### config.mk
export PLATFORM = sky130hd
export DESIGN_NAME = dram_multibank_timing_fsm
export DESIGN_NICKNAME = d
export VERILOG_FILES = /design/src/rtl/dram_timing_pkg.sv /design/src/rtl/dram_bank_fsm.sv /design/src/rtl/dram_multibank_timing_fsm.sv
export SDC_FILE = /design/constraint.sdc
export NUM_CORES = 1
export LEC_CHECK = 0
export BUFFER_PORTS_ARGS = -buffer_cell sky130_fd_sc_hd__buf_2
export CORE_ASPECT_RATIO = 1.75
export CORE_UTILIZATION = 32
export CTS_BUF_LIST = sky130_fd_sc_hd__clkbuf_16
export CTS_CLUSTER_SIZE = 16
export DETAILED_ROUTE_END_ITERATION = 16
export PLACE_DENSITY = 0.61
export SYNTH_ARGS = -nofsm -noshare
export SYNTH_HDL_FRONTEND = slang
export SYNTH_SLANG_ARGS = --single-unit
export TNS_END_PERCENT = 50
### constraint.sdc
create_clock -name clk -period 2.49 [get_ports clk]
set_clock_uncertainty 0.15 [all_clocks]
set_input_delay 0.498 -clock clk [delete_from_list [all_inputs] [get_ports clk]]
set_output_delay 0.498 -clock clk [all_outputs]
set_load 0.01 [all_outputs]
### src/rtl/dram_timing_pkg.sv
// Shared definitions for the multi-bank DRAM timing FSM: command codes, bank and
// burst-pipeline state encodings, default timings and counter sizing helpers.
package dram_timing_pkg;

  localparam logic [2:0] CmdNop  = 3'd0;
  localparam logic [2:0] CmdAct  = 3'd1;
  localparam logic [2:0] CmdRd   = 3'd2;
  localparam logic [2:0] CmdWr   = 3'd3;
  localparam logic [2:0] CmdPre  = 3'd4;
  localparam logic [2:0] CmdPrea = 3'd5;

  typedef enum logic [2:0] {
    BankIdle        = 3'd0,
    BankActivating  = 3'd1,
    BankActive      = 3'd2,
    BankReading     = 3'd3,
    BankWriting     = 3'd4,
    BankPrecharging = 3'd5
  } bank_state_e;

  typedef enum logic [1:0] {
    PipeIdle,
    PipeDelay,
    PipeBurst
  } pipe_state_e;

  localparam int unsigned DefNbanks = 4;
  localparam int unsigned DefRows   = 131072;
  localparam int unsigned DefBl     = 8;
  localparam int unsigned DefTrcd   = 3;
  localparam int unsigned DefTras   = 8;
  localparam int unsigned DefTrp    = 3;
  localparam int unsigned DefTcl    = 4;
  localparam int unsigned DefTcwl   = 3;

  // Width of a counter that must hold 0..max_val without wrapping.
  function automatic int unsigned cnt_width(input int unsigned max_val);
    return (max_val < 1) ? 1 : $clog2(max_val + 1);
  endfunction

  // Width of an index over n items; never narrower than one bit.
  function automatic int unsigned idx_width(input int unsigned n);
    return (n > 1) ? $clog2(n) : 1;
  endfunction

endpackage

### src/rtl/dram_bank_fsm.sv
// One DRAM bank: state, ACT/PRE delay timer, saturating tRAS counter and latched row.
// Command strobes arrive already checked for legality by the top level.
module dram_bank_fsm
  import dram_timing_pkg::*;
#(
  parameter int unsigned ROWS = DefRows,
  parameter int unsigned TRCD = DefTrcd,
  parameter int unsigned TRAS = DefTras,
  parameter int unsigned TRP  = DefTrp
) (
  input  logic                       clk,
  input  logic                       rst,
  input  logic                       halt,
  input  logic                       act,
  input  logic                       rd,
  input  logic                       wr,
  input  logic                       pre,
  input  logic                       burst_done,
  input  logic [idx_width(ROWS)-1:0] row,
  output bank_state_e                state,
  output logic [idx_width(ROWS)-1:0] open_row,
  output logic                       tras_met
);

  localparam int unsigned RW = idx_width(ROWS);
  localparam int unsigned TW = cnt_width((TRCD > TRP) ? TRCD : TRP);
  localparam int unsigned SW = cnt_width(TRAS);
  // Timers load delay-2: the transition edge itself is the last counted cycle.
  localparam logic [TW-1:0] ActLoad = TW'((TRCD > 1) ? TRCD - 2 : 0);
  localparam logic [TW-1:0] PreLoad = TW'((TRP > 1) ? TRP - 2 : 0);
  localparam logic [SW-1:0] RasSat  = SW'(TRAS);

  bank_state_e   state_q;
  logic [TW-1:0] timer_q;
  logic [SW-1:0] ras_q;
  logic [RW-1:0] row_q;

  always_ff @(posedge clk or negedge rst) begin
    if (!rst) begin
      state_q <= BankIdle;
      timer_q <= '0;
      ras_q   <= '0;
      row_q   <= '0;
    end else if (!halt) begin
      if (ras_q != RasSat) ras_q <= ras_q + 1'b1;
      unique case (state_q)
        BankIdle: begin
          if (act) begin
            row_q <= row;
            // The ACT edge itself counts as the first elapsed tRAS cycle.
            ras_q <= SW'(1);
            if (TRCD == 1) begin
              state_q <= BankActive;
            end else begin
              state_q <= BankActivating;
              timer_q <= ActLoad;
            end
          end
        end
        BankActivating: begin
          if (timer_q == '0) state_q <= BankActive;
          else timer_q <= timer_q - 1'b1;
        end
        BankActive: begin
          if (rd) begin
            state_q <= BankReading;
          end else if (wr) begin
            state_q <= BankWriting;
          end else if (pre) begin
            if (TRP == 1) begin
              state_q <= BankIdle;
            end else begin
              state_q <= BankPrecharging;
              timer_q <= PreLoad;
            end
          end
        end
        BankReading, BankWriting: begin
          if (burst_done) state_q <= BankActive;
        end
        BankPrecharging: begin
          if (timer_q == '0) state_q <= BankIdle;
          else timer_q <= timer_q - 1'b1;
        end
        default: state_q <= BankIdle;
      endcase
    end
  end

  assign state    = state_q;
  assign open_row = row_q;
  assign tras_met = (ras_q == RasSat);

endmodule

### src/rtl/dram_multibank_timing_fsm.sv
// Multi-bank DRAM timing checker: validates the command stream against per-bank state
// and drives the single shared read/write data-burst pipeline.
module dram_multibank_timing_fsm
  import dram_timing_pkg::*;
#(
  parameter int unsigned NBANKS = DefNbanks,
  parameter int unsigned ROWS   = DefRows,
  parameter int unsigned BL     = DefBl,
  parameter int unsigned TRCD   = DefTrcd,
  parameter int unsigned TRAS   = DefTras,
  parameter int unsigned TRP    = DefTrp,
  parameter int unsigned TCL    = DefTcl,
  parameter int unsigned TCWL   = DefTcwl
) (
  input  logic                                clk,
  input  logic                                rst,
  input  logic                                halt,
  input  logic                                cmd_valid,
  input  logic [2:0]                          cmd,
  input  logic [idx_width(NBANKS)-1:0]        cmd_bank,
  input  logic [idx_width(ROWS)-1:0]          cmd_row,
  output logic                                cmd_accept,
  output logic                                cmd_error,
  output logic [3*NBANKS-1:0]                 bank_state,
  output logic [idx_width(ROWS)*NBANKS-1:0]   open_row,
  output logic                                rd_valid,
  output logic                                wr_window,
  output logic [idx_width(NBANKS)-1:0]        burst_bank,
  output logic [idx_width(BL)-1:0]            burst_idx
);

  localparam int unsigned BW = idx_width(NBANKS);
  localparam int unsigned RW = idx_width(ROWS);
  localparam int unsigned IW = idx_width(BL);
  localparam int unsigned DW = cnt_width((TCL > TCWL) ? TCL : TCWL);
  localparam logic [DW-1:0] RdLoad  = DW'((TCL > 1) ? TCL - 2 : 0);
  localparam logic [DW-1:0] WrLoad  = DW'((TCWL > 1) ? TCWL - 2 : 0);
  localparam logic [IW-1:0] LastIdx = IW'(BL - 1);

  bank_state_e       st [NBANKS];
  logic [NBANKS-1:0] tras_met, act_s, rd_s, wr_s, pre_s, done_s;

  pipe_state_e   phase_q;
  logic [DW-1:0] dly_q;
  logic [IW-1:0] idx_q;
  logic [BW-1:0] owner_q;
  logic          is_wr_q, accept_q, error_q;

  logic        sample, legal, prea_ok, pipe_idle, start_rd, start_wr, burst_done, hit;
  bank_state_e tgt;

  // Legality is judged purely on pre-edge state so same-edge timer expiry never helps.
  always_comb begin
    sample    = cmd_valid && !halt && (cmd != CmdNop);
    pipe_idle = (phase_q == PipeIdle);
    tgt       = st[cmd_bank];
    prea_ok   = 1'b1;
    for (int i = 0; i < NBANKS; i++) begin
      if (!(st[i] == BankIdle || (st[i] == BankActive && tras_met[i]))) prea_ok = 1'b0;
    end
    case (cmd)
      CmdAct:        legal = (tgt == BankIdle);
      CmdRd, CmdWr:  legal = (tgt == BankActive) && pipe_idle;
      CmdPre:        legal = (tgt == BankIdle) || (tgt == BankActive && tras_met[cmd_bank]);
      CmdPrea:       legal = prea_ok;
      default:       legal = 1'b0;
    endcase
    start_rd   = sample && legal && (cmd == CmdRd);
    start_wr   = sample && legal && (cmd == CmdWr);
    burst_done = !halt && (phase_q == PipeBurst) && (idx_q == LastIdx);
    for (int i = 0; i < NBANKS; i++) begin
      hit       = (cmd_bank == BW'(i));
      act_s[i]  = sample && legal && (cmd == CmdAct) && hit;
      rd_s[i]   = start_rd && hit;
      wr_s[i]   = start_wr && hit;
      // PRE to an idle bank is accepted but leaves it untouched.
      pre_s[i]  = sample && legal && (st[i] == BankActive) &&
                  (((cmd == CmdPre) && hit) || (cmd == CmdPrea));
      done_s[i] = burst_done && (owner_q == BW'(i));
    end
  end

  for (genvar g = 0; g < NBANKS; g++) begin : g_bank
    dram_bank_fsm #(
      .ROWS(ROWS),
      .TRCD(TRCD),
      .TRAS(TRAS),
      .TRP (TRP)
    ) u_bank (
      .clk       (clk),
      .rst       (rst),
      .halt      (halt),
      .act       (act_s[g]),
      .rd        (rd_s[g]),
      .wr        (wr_s[g]),
      .pre       (pre_s[g]),
      .burst_done(done_s[g]),
      .row       (cmd_row),
      .state     (st[g]),
      .open_row  (open_row[g*RW +: RW]),
      .tras_met  (tras_met[g])
    );
    assign bank_state[g*3 +: 3] = st[g];
  end

  always_ff @(posedge clk or negedge rst) begin
    if (!rst) begin
      phase_q  <= PipeIdle;
      dly_q    <= '0;
      idx_q    <= '0;
      owner_q  <= '0;
      is_wr_q  <= 1'b0;
      accept_q <= 1'b0;
      error_q  <= 1'b0;
    end else begin
      accept_q <= sample && legal;
      error_q  <= sample && !legal;
      if (!halt) begin
        unique case (phase_q)
          PipeIdle: begin
            if (start_rd || start_wr) begin
              owner_q <= cmd_bank;
              is_wr_q <= start_wr;
              idx_q   <= '0;
              if ((start_wr ? TCWL : TCL) == 1) begin
                phase_q <= PipeBurst;
              end else begin
                phase_q <= PipeDelay;
                dly_q   <= start_wr ? WrLoad : RdLoad;
              end
            end
          end
          PipeDelay: begin
            if (dly_q == '0) phase_q <= PipeBurst;
            else dly_q <= dly_q - 1'b1;
          end
          PipeBurst: begin
            if (idx_q == LastIdx) begin
              phase_q <= PipeIdle;
              idx_q   <= '0;
            end else begin
              idx_q <= idx_q + 1'b1;
            end
          end
          default: phase_q <= PipeIdle;
        endcase
      end
    end
  end

  // Beats are masked while halted; the frozen beat counter replays them afterwards.
  assign rd_valid   = (phase_q == PipeBurst) && !is_wr_q && !halt;
  assign wr_window  = (phase_q == PipeBurst) && is_wr_q && !halt;
  assign cmd_accept = accept_q;
  assign cmd_error  = error_q;
  assign burst_bank = owner_q;
  assign burst_idx  = idx_q;

endmodule
# [After elaboration in Yosys (flattened, before gate mapping)]
# Index checks and enable logic that the tools add are counted.
[word_totals] inputBits=26 out_inout_bits=89 elab_cells=319 register_bits=117
[classes] n_reduce_logical=105 n_lt_le_gt_ge=2 bitwise=2 add_sub_neg=10 eq_ne=85 n_mux=92
[ops] operator="$mux W3" n=36
[ops] operator="$pmux W3 S5" n=4
[ops] operator="$mux W2" n=25
[ops] operator="$mux W4" n=12
[ops] operator="$logic_and A1 B1 Y1" n=47
[ops] operator="$ne A2 B1 Y1 const B" n=21
[ops] operator="$eq A3 B2 Y1 const B" n=11
[ops] operator="$eq A3 B3 Y1 const B" n=11
[ops] operator="$ne A2 B2 Y1 const B" n=16
[ops] operator="$pmux W2 S3" n=5
[ops] operator="$reduce_and A7 Y1" n=4
[ops] operator="$reduce_and A6 Y1" n=4
[ops] operator="$eq A3 B1 Y1 const B" n=6
[ops] operator="$logic_not A3 Y1" n=6
[ops] operator="$reduce_and A3 Y1" n=6
[ops] operator="$reduce_or A2 Y1" n=9
[ops] operator="$add A4 B1 Y4 const B" n=4
[ops] operator="$eq A4 B4 Y1 const B" n=4
[ops] operator="$ne A4 B1 Y1 const B" n=4
[ops] operator="$ne A4 B4 Y1 const B" n=4
[ops] operator="$reduce_bool A3 Y1" n=5
[ops] operator="$logic_not A2 Y1" n=7
[ops] operator="$pmux W3 S2" n=2
[ops] operator="$eq A2 B2 Y1 const B" n=5
[ops] operator="17 further kinds" n=38

# [Longest topological paths before layout]
[depth] ltp_word=15 ltp_mapped=10 ltp_nobuf=9

# [Modules after synthesis]
# Synthesis repeated with hierarchy kept, for this count alone.
[hier_totals] hier_cells=551 hier_area_um2=6249.7
[modules_own_cells] mod="dram_bank_fsm" seq_area_each_um2=650.6 area_per_inst_um2=1282.5 cells_each=103 n_inst=4
[modules_own_cells] mod="dram_multibank_timing_fsm" seq_area_each_um2=325.3 area_per_inst_um2=1119.8 cells_each=139 n_inst=1

# [Worst setup path before layout]
# No wires, ideal clock.
[synth_timing] path_type="input port to flip-flop" startpoint="input cmd_bank[0]" endpoint="register g_bank[2].u_bank.timer_q[1]" path_slack_ps=-285 setup_ps=128 arrival_time_ps=2497 required_ps=2212 path_buffers=1 stages=8 cell_sequence="buf_6 mux4_2 mux2i_4 a21oi_4 nor3_1 o21ai_1 a211oi_2 mux2_1"
[synth_via] elab_chain_cells=13 word_cells_on_any_way=29
[synth_lines] item="start, declared" line="dram_multibank_timing_fsm.sv:20" rtl="input logic [idx_width(NBANKS)-1:0] cmd_bank,"
[synth_lines] item="$not A2 Y3 (implied by the code)" line="dram_multibank_timing_fsm.sv:56" rtl="tgt = st[cmd_bank];"
[synth_lines] item="$bmux W3 S2" line="dram_multibank_timing_fsm.sv:56"
[synth_lines] item="$mux W3 (implied by the code) (2 in series)" line="dram_multibank_timing_fsm.sv:56"
[synth_lines] item="$eq A3 B2 Y1" line="dram_multibank_timing_fsm.sv:63, dram_multibank_timing_fsm.sv:64"
[synth_lines] item="$logic_and A1 B1 Y1" line="dram_multibank_timing_fsm.sv:64" rtl="CmdPre: legal = (tgt == BankIdle) || (tgt == BankActive && tras_met[cmd_bank]);"
[synth_lines] item="$logic_or A1 B1 Y1" line="dram_multibank_timing_fsm.sv:64"
[synth_lines] item="$pmux W1 S4" line="dram_multibank_timing_fsm.sv:61" rtl="case (cmd)"
[synth_lines] item="$logic_and A1 B1 Y1"
[synth_lines] item="$logic_and A1 B1 Y1 (on tied branches) (2 in series)"
[synth_lines] item="$ne A2 B2 Y1 (no source line) or $ne A2 B1 Y1 (tied branches)"
[synth_lines] item="$reduce_and A7 Y1 (no source line) *"
[synth_lines] item="end signal, assigned" line="dram_bank_fsm.sv:62" rtl="else timer_q <= timer_q - 1'b1;"
[synth_lines] item="end signal, assigned" line="dram_bank_fsm.sv:74" rtl="timer_q <= PreLoad;"
[synth_lines] item="end signal, assigned" line="dram_bank_fsm.sv:83" rtl="else timer_q <= timer_q - 1'b1;"
[synth_lines] item="end, declared" line="dram_bank_fsm.sv:34" rtl="logic [TW-1:0] timer_q;"
# Mark *: on every way between the ends. The rest lies on a longest branch, timed or not. The select of a mux whose other input is x is not followed.
# A chain may end at the register's enable or synchronous reset.

# [Worst setup path in the final report]
[layout_timing] startpoint="register g_bank[3].u_bank.state_q[1]" endpoint="register g_bank[2].u_bank.timer_q[1]"
[layout_via] elab_chain_cells=12 word_cells_on_any_way=28
[layout_lines] item="start, declared" line="dram_bank_fsm.sv:33" rtl="bank_state_e state_q;"
[layout_lines] item="start signal, assigned" line="dram_bank_fsm.sv:40" rtl="state_q <= BankIdle;"
[layout_lines] item="start signal, assigned" line="dram_bank_fsm.sv:53" rtl="state_q <= BankActive;"
[layout_lines] item="start signal, assigned" line="dram_bank_fsm.sv:55" rtl="state_q <= BankActivating;"
[layout_lines] item="$bmux W3 S2" line="dram_multibank_timing_fsm.sv:56"
[layout_lines] item="$mux W3 (implied by the code) (2 in series)" line="dram_multibank_timing_fsm.sv:56"
[layout_lines] item="$eq A3 B2 Y1" line="dram_multibank_timing_fsm.sv:63, dram_multibank_timing_fsm.sv:64"
[layout_lines] item="$logic_and A1 B1 Y1" line="dram_multibank_timing_fsm.sv:64"
[layout_lines] item="$logic_or A1 B1 Y1" line="dram_multibank_timing_fsm.sv:64"
[layout_lines] item="$pmux W1 S4 *" line="dram_multibank_timing_fsm.sv:61"
[layout_lines] item="$logic_and A1 B1 Y1 *"
[layout_lines] item="$logic_and A1 B1 Y1 (on tied branches) (2 in series)"
[layout_lines] item="$ne A2 B2 Y1 (no source line) or $ne A2 B1 Y1 (tied branches)"
[layout_lines] item="$reduce_and A7 Y1 (no source line) *"
# Marked as above.

==> qor.csv <==
stage,metric,value,unit
yosys,netlist_instances,658,
timing,rsz0062_at_grt,yes,
timing,drv_slew,0,
pwr,p_sw_share,31.5,%
timing,setup_viol,67,
route,vias,5663,
timing,setup_ws,-94.9,ps
yosys,synth_largest_area_cell,dfrtp_1,
placed_design,gp_congestion,0.894,
yosys,yosysMostFrequentCell,nand2_1,
yosys,yosysUniqueCellTypes,65,
cts,clkTransAtPathRegs,50,ps
timing,worst_pin_slew,596,ps
route,drt-total-wl,19600,µm
worst_setup_path,required,2630,ps
worst_setup_path,cp.arrival,2720,ps
pwr,leakage,4.62,nW
timing,min_period,2580,ps
worst_setup_path,critPathMaxFanout,5,
pwr,power_frac_comb,29.6,%
cts,numCtsBuffers,17,
worst_setup_path,crit_type,reg2reg,
cts,root_buffer,clkbuf_16,
yosys,synth-simple-area-share,26.1,%
pwr,internal-power,4.60,mW
grt,grt_overflow,0,
yosys,synth_top_cell_area_share,49.3,%
pwr,p_per_area,749,mW/mm²
route,first_iter_violations,162,
grt,antenna_found_initial,0,
route,ant_nets,0,
die,floorplan.initialDensity,32.7,%
timing,hold_slack,188,ps
placed_design,io_buffers,114,
yosys,ys.flop_type,dfrtp_1,
cts,clk_latency,410,ps
pwr,p_seq_share,36.4,%
run_status,failed_checks,negative setup slack,
cells_and_area,layout-drive-gt1-share,41.4,%
yosys,synth_fp_nets,700,
timing,tns,-1930,ps
die,rows,65,
grt,first_global_vias,5662,
cts,cts_sinks,117,
yosys,ys_warn_count,0,
cells_and_area,fin_nets,940,
die,die_area,0.0191,mm²
worst_setup_path,start_kind,register,
cells_and_area,multi_input_area,0.00322,mm²
placed_design,pre_cts_ws,-464,ps
grt,grt_start_max_net_pins,38,
yosys,ys_top_cells_by_area,"dfrtp_1 (49%), nand2_1 (13%), ha_1 (3.4%)",
cts,cts_tree,yes,
yosys,synth_compound_area_share,12.0,%
yosys,synth_edf_count,0,
die,die_w,105,µm
timing,period_share,104,%
route,wire_per_inst,17.2,µm
route,drc,0,
placed_design,dp_hpwl,13900,µm
pwr,ir_drop,0.486,mV
die,io_pins,115,
cells_and_area,fillers,1705,
grt,track_usage,20.3,%
yosys,synth_area_per_cell,9.03,µm²
cells_and_area,area_growth,50.9,%
die,core_area,0.0181,mm²
pwr,power.clock.fraction,34.0,%
run_status,status,finished with violations,
worst_setup_path,endpoint_kind,register,
yosys,yosysSeqAreaShare,49.3,%
route,first_pass_iters,4,
yosys,synthAdderAreaFrac,3.37,%
cts,clockBufferDepth,2,
timing,hold_viol_final,0,
die,die_height,182,µm
yosys,ys_ff_latch,117,
worst_hold_path,hold_class,in2reg,
run,drv_cap,0,
yosys,syn_area,0.00594,mm²
cells_and_area,n_antenna_cell,0,
yosys,ys_async_sr_fraction,100,%
yosys,synth_top_family_by_area,simple AND/OR/NAND/NOR gates,
timing,max_freq,387,MHz
cells_and_area,stdcell_area,0.00896,mm²
route,drt-vias-per-instance,4.95,
cells_and_area,ff_latch_area,0.00293,mm²
yosys,synth_xor_area_share,0.442,%
placed_design,place_area,0.00761,mm²
cts,cts-htree-levels,4,
timing,max-slew-margin-rel,59.7,%
cells_and_area,fin_util,49.4,%
pwr,switchingPower,2.12,mW
yosys,synth_common_cells,"nand2_1 (210), dfrtp_1 (117), nor2_1 (34), o21ai_0 (34), inv_1 (30)",
grt,grt_pass1_wl,29400,µm
yosys,synth.mux.area_fraction,4.87,%
[kinds of logic (layout without fill, tap and decap cells)]
family	after synthesis	count (layout)
mux	24	24
buf+inv	58	310
compound gates	104	104
simple gates	336	336
flops	117	117
xor+xnor	3	3
fa+ha+maj	16	16
[final timing paths]
| check | startpoint | endpoint | slack [ps] | cells after the start |
|---|---|---|---|---|
| min in group asynchronous | rst | g_bank[3].u_bank.open_row[8] | 430 | 2 |
| max in group asynchronous | rst | g_bank[2].u_bank.open_row[4] | 1200 | 3 |
| min | cmd_row[14] | g_bank[0].u_bank.open_row[14] | 190 | 3 |
| min reg2reg | g_bank[2].u_bank.open_row[7] | g_bank[2].u_bank.open_row[7] | 310 | 2 |
| max | g_bank[3].u_bank.state[1] | g_bank[2].u_bank.timer_q[1] | -90 | 8 |
| max reg2reg | g_bank[3].u_bank.state[1] | g_bank[2].u_bank.timer_q[1] | -90 | 8 |
[power by group through the flow]
stage,combinational [mW],sequential [mW],clock (mW)
6_report,1.99,2.45,2.28
3_3_place_gp,1.79,2.45,0
4_1_cts,1.84,2.43,2.34
5_1_grt,2.21,2.49,2.41
2_1_floorplan,0.926,2.51,0
3_5_place_dp,1.81,2.45,0
[final cells by class]
class,instances,area share (%)
clock inverter,14,1.35
timing repair buffer,249,20.8
inverter,30,1.26
sequential,117,32.7
tap,234,3.27
clock buffer,17,4.75
multi-input combinational,483,35.9
[state kept, by name, summed over array words and instances, names as in the netlist]
| signal | count |
|---|---|
| burst_idx | 3 |
| g_bank.u_bank.open_row | 68 |
| cmd_accept | 1 |
| is_wr_q | 1 |
| g_bank.u_bank.state | 12 |
| g_bank.u_bank.timer_q | 8 |
| dly_q | 3 |
| phase_q | 2 |
| g_bank.u_bank.ras_q | 16 |
| cmd_error | 1 |
| burst_bank | 2 |
[per-layer routing]
metal	global-route usage, %	routed length (µm)	up-vias
met5	0	0	-
met4	10.8	687	0
met1	20.5	7310	2750
met2	39.1	11000	145
met3	3.11	603	39
li1	-	-	2729
[placed cells by master, fill, tap and decap left out, types with 5 or more instances in the layout]
cell type  instances
nand2_4            8
buf_12            11
nor2_1            31
o21ai_1           10
nand3_1            9
o21ai_2            8
or4_1              5
nor3_1             6
nand2_1          182
buf_6             12
ha_1              14
dfrtp_1          115
nand4_1            7
mux2_4            18
buf_2            113
nor2b_1            9
nand2b_1          10
a21oi_1           15
o21ai_0           20
clkbuf_16         20
nand2_2           21
inv_1             32
buf_4            107
[through the flow]
stage | total power [mW] | instances
floorplan | 3.44 | 658
global placement | 4.23 | 1089
detailed placement | 4.26 | 1089
CTS | 6.62 | 1125
global route | 7.10 | 1144
finish | 6.72 | 1144
[critical path: stages, from the launching register on]
cell      delay, ps
dfrtp_1         410
mux4_2          570
mux2i_4         230
a21oi_4         100
buf_6           140
nor3_4          210
o21ai_2          90
a211oi_2        230
mux2_1          340
[timing repair]
action                                  in CTS  in global routing
gates cloned                                 2                  3
hold buffers                                 1                  0
endpoints found under the setup margin      95                 99
setup buffers                                2                 16
hold endpoints to repair                    27                  0
resized for setup                           24                117
pin swaps                                    6                 37
Power figures use the tool's default switching activity.
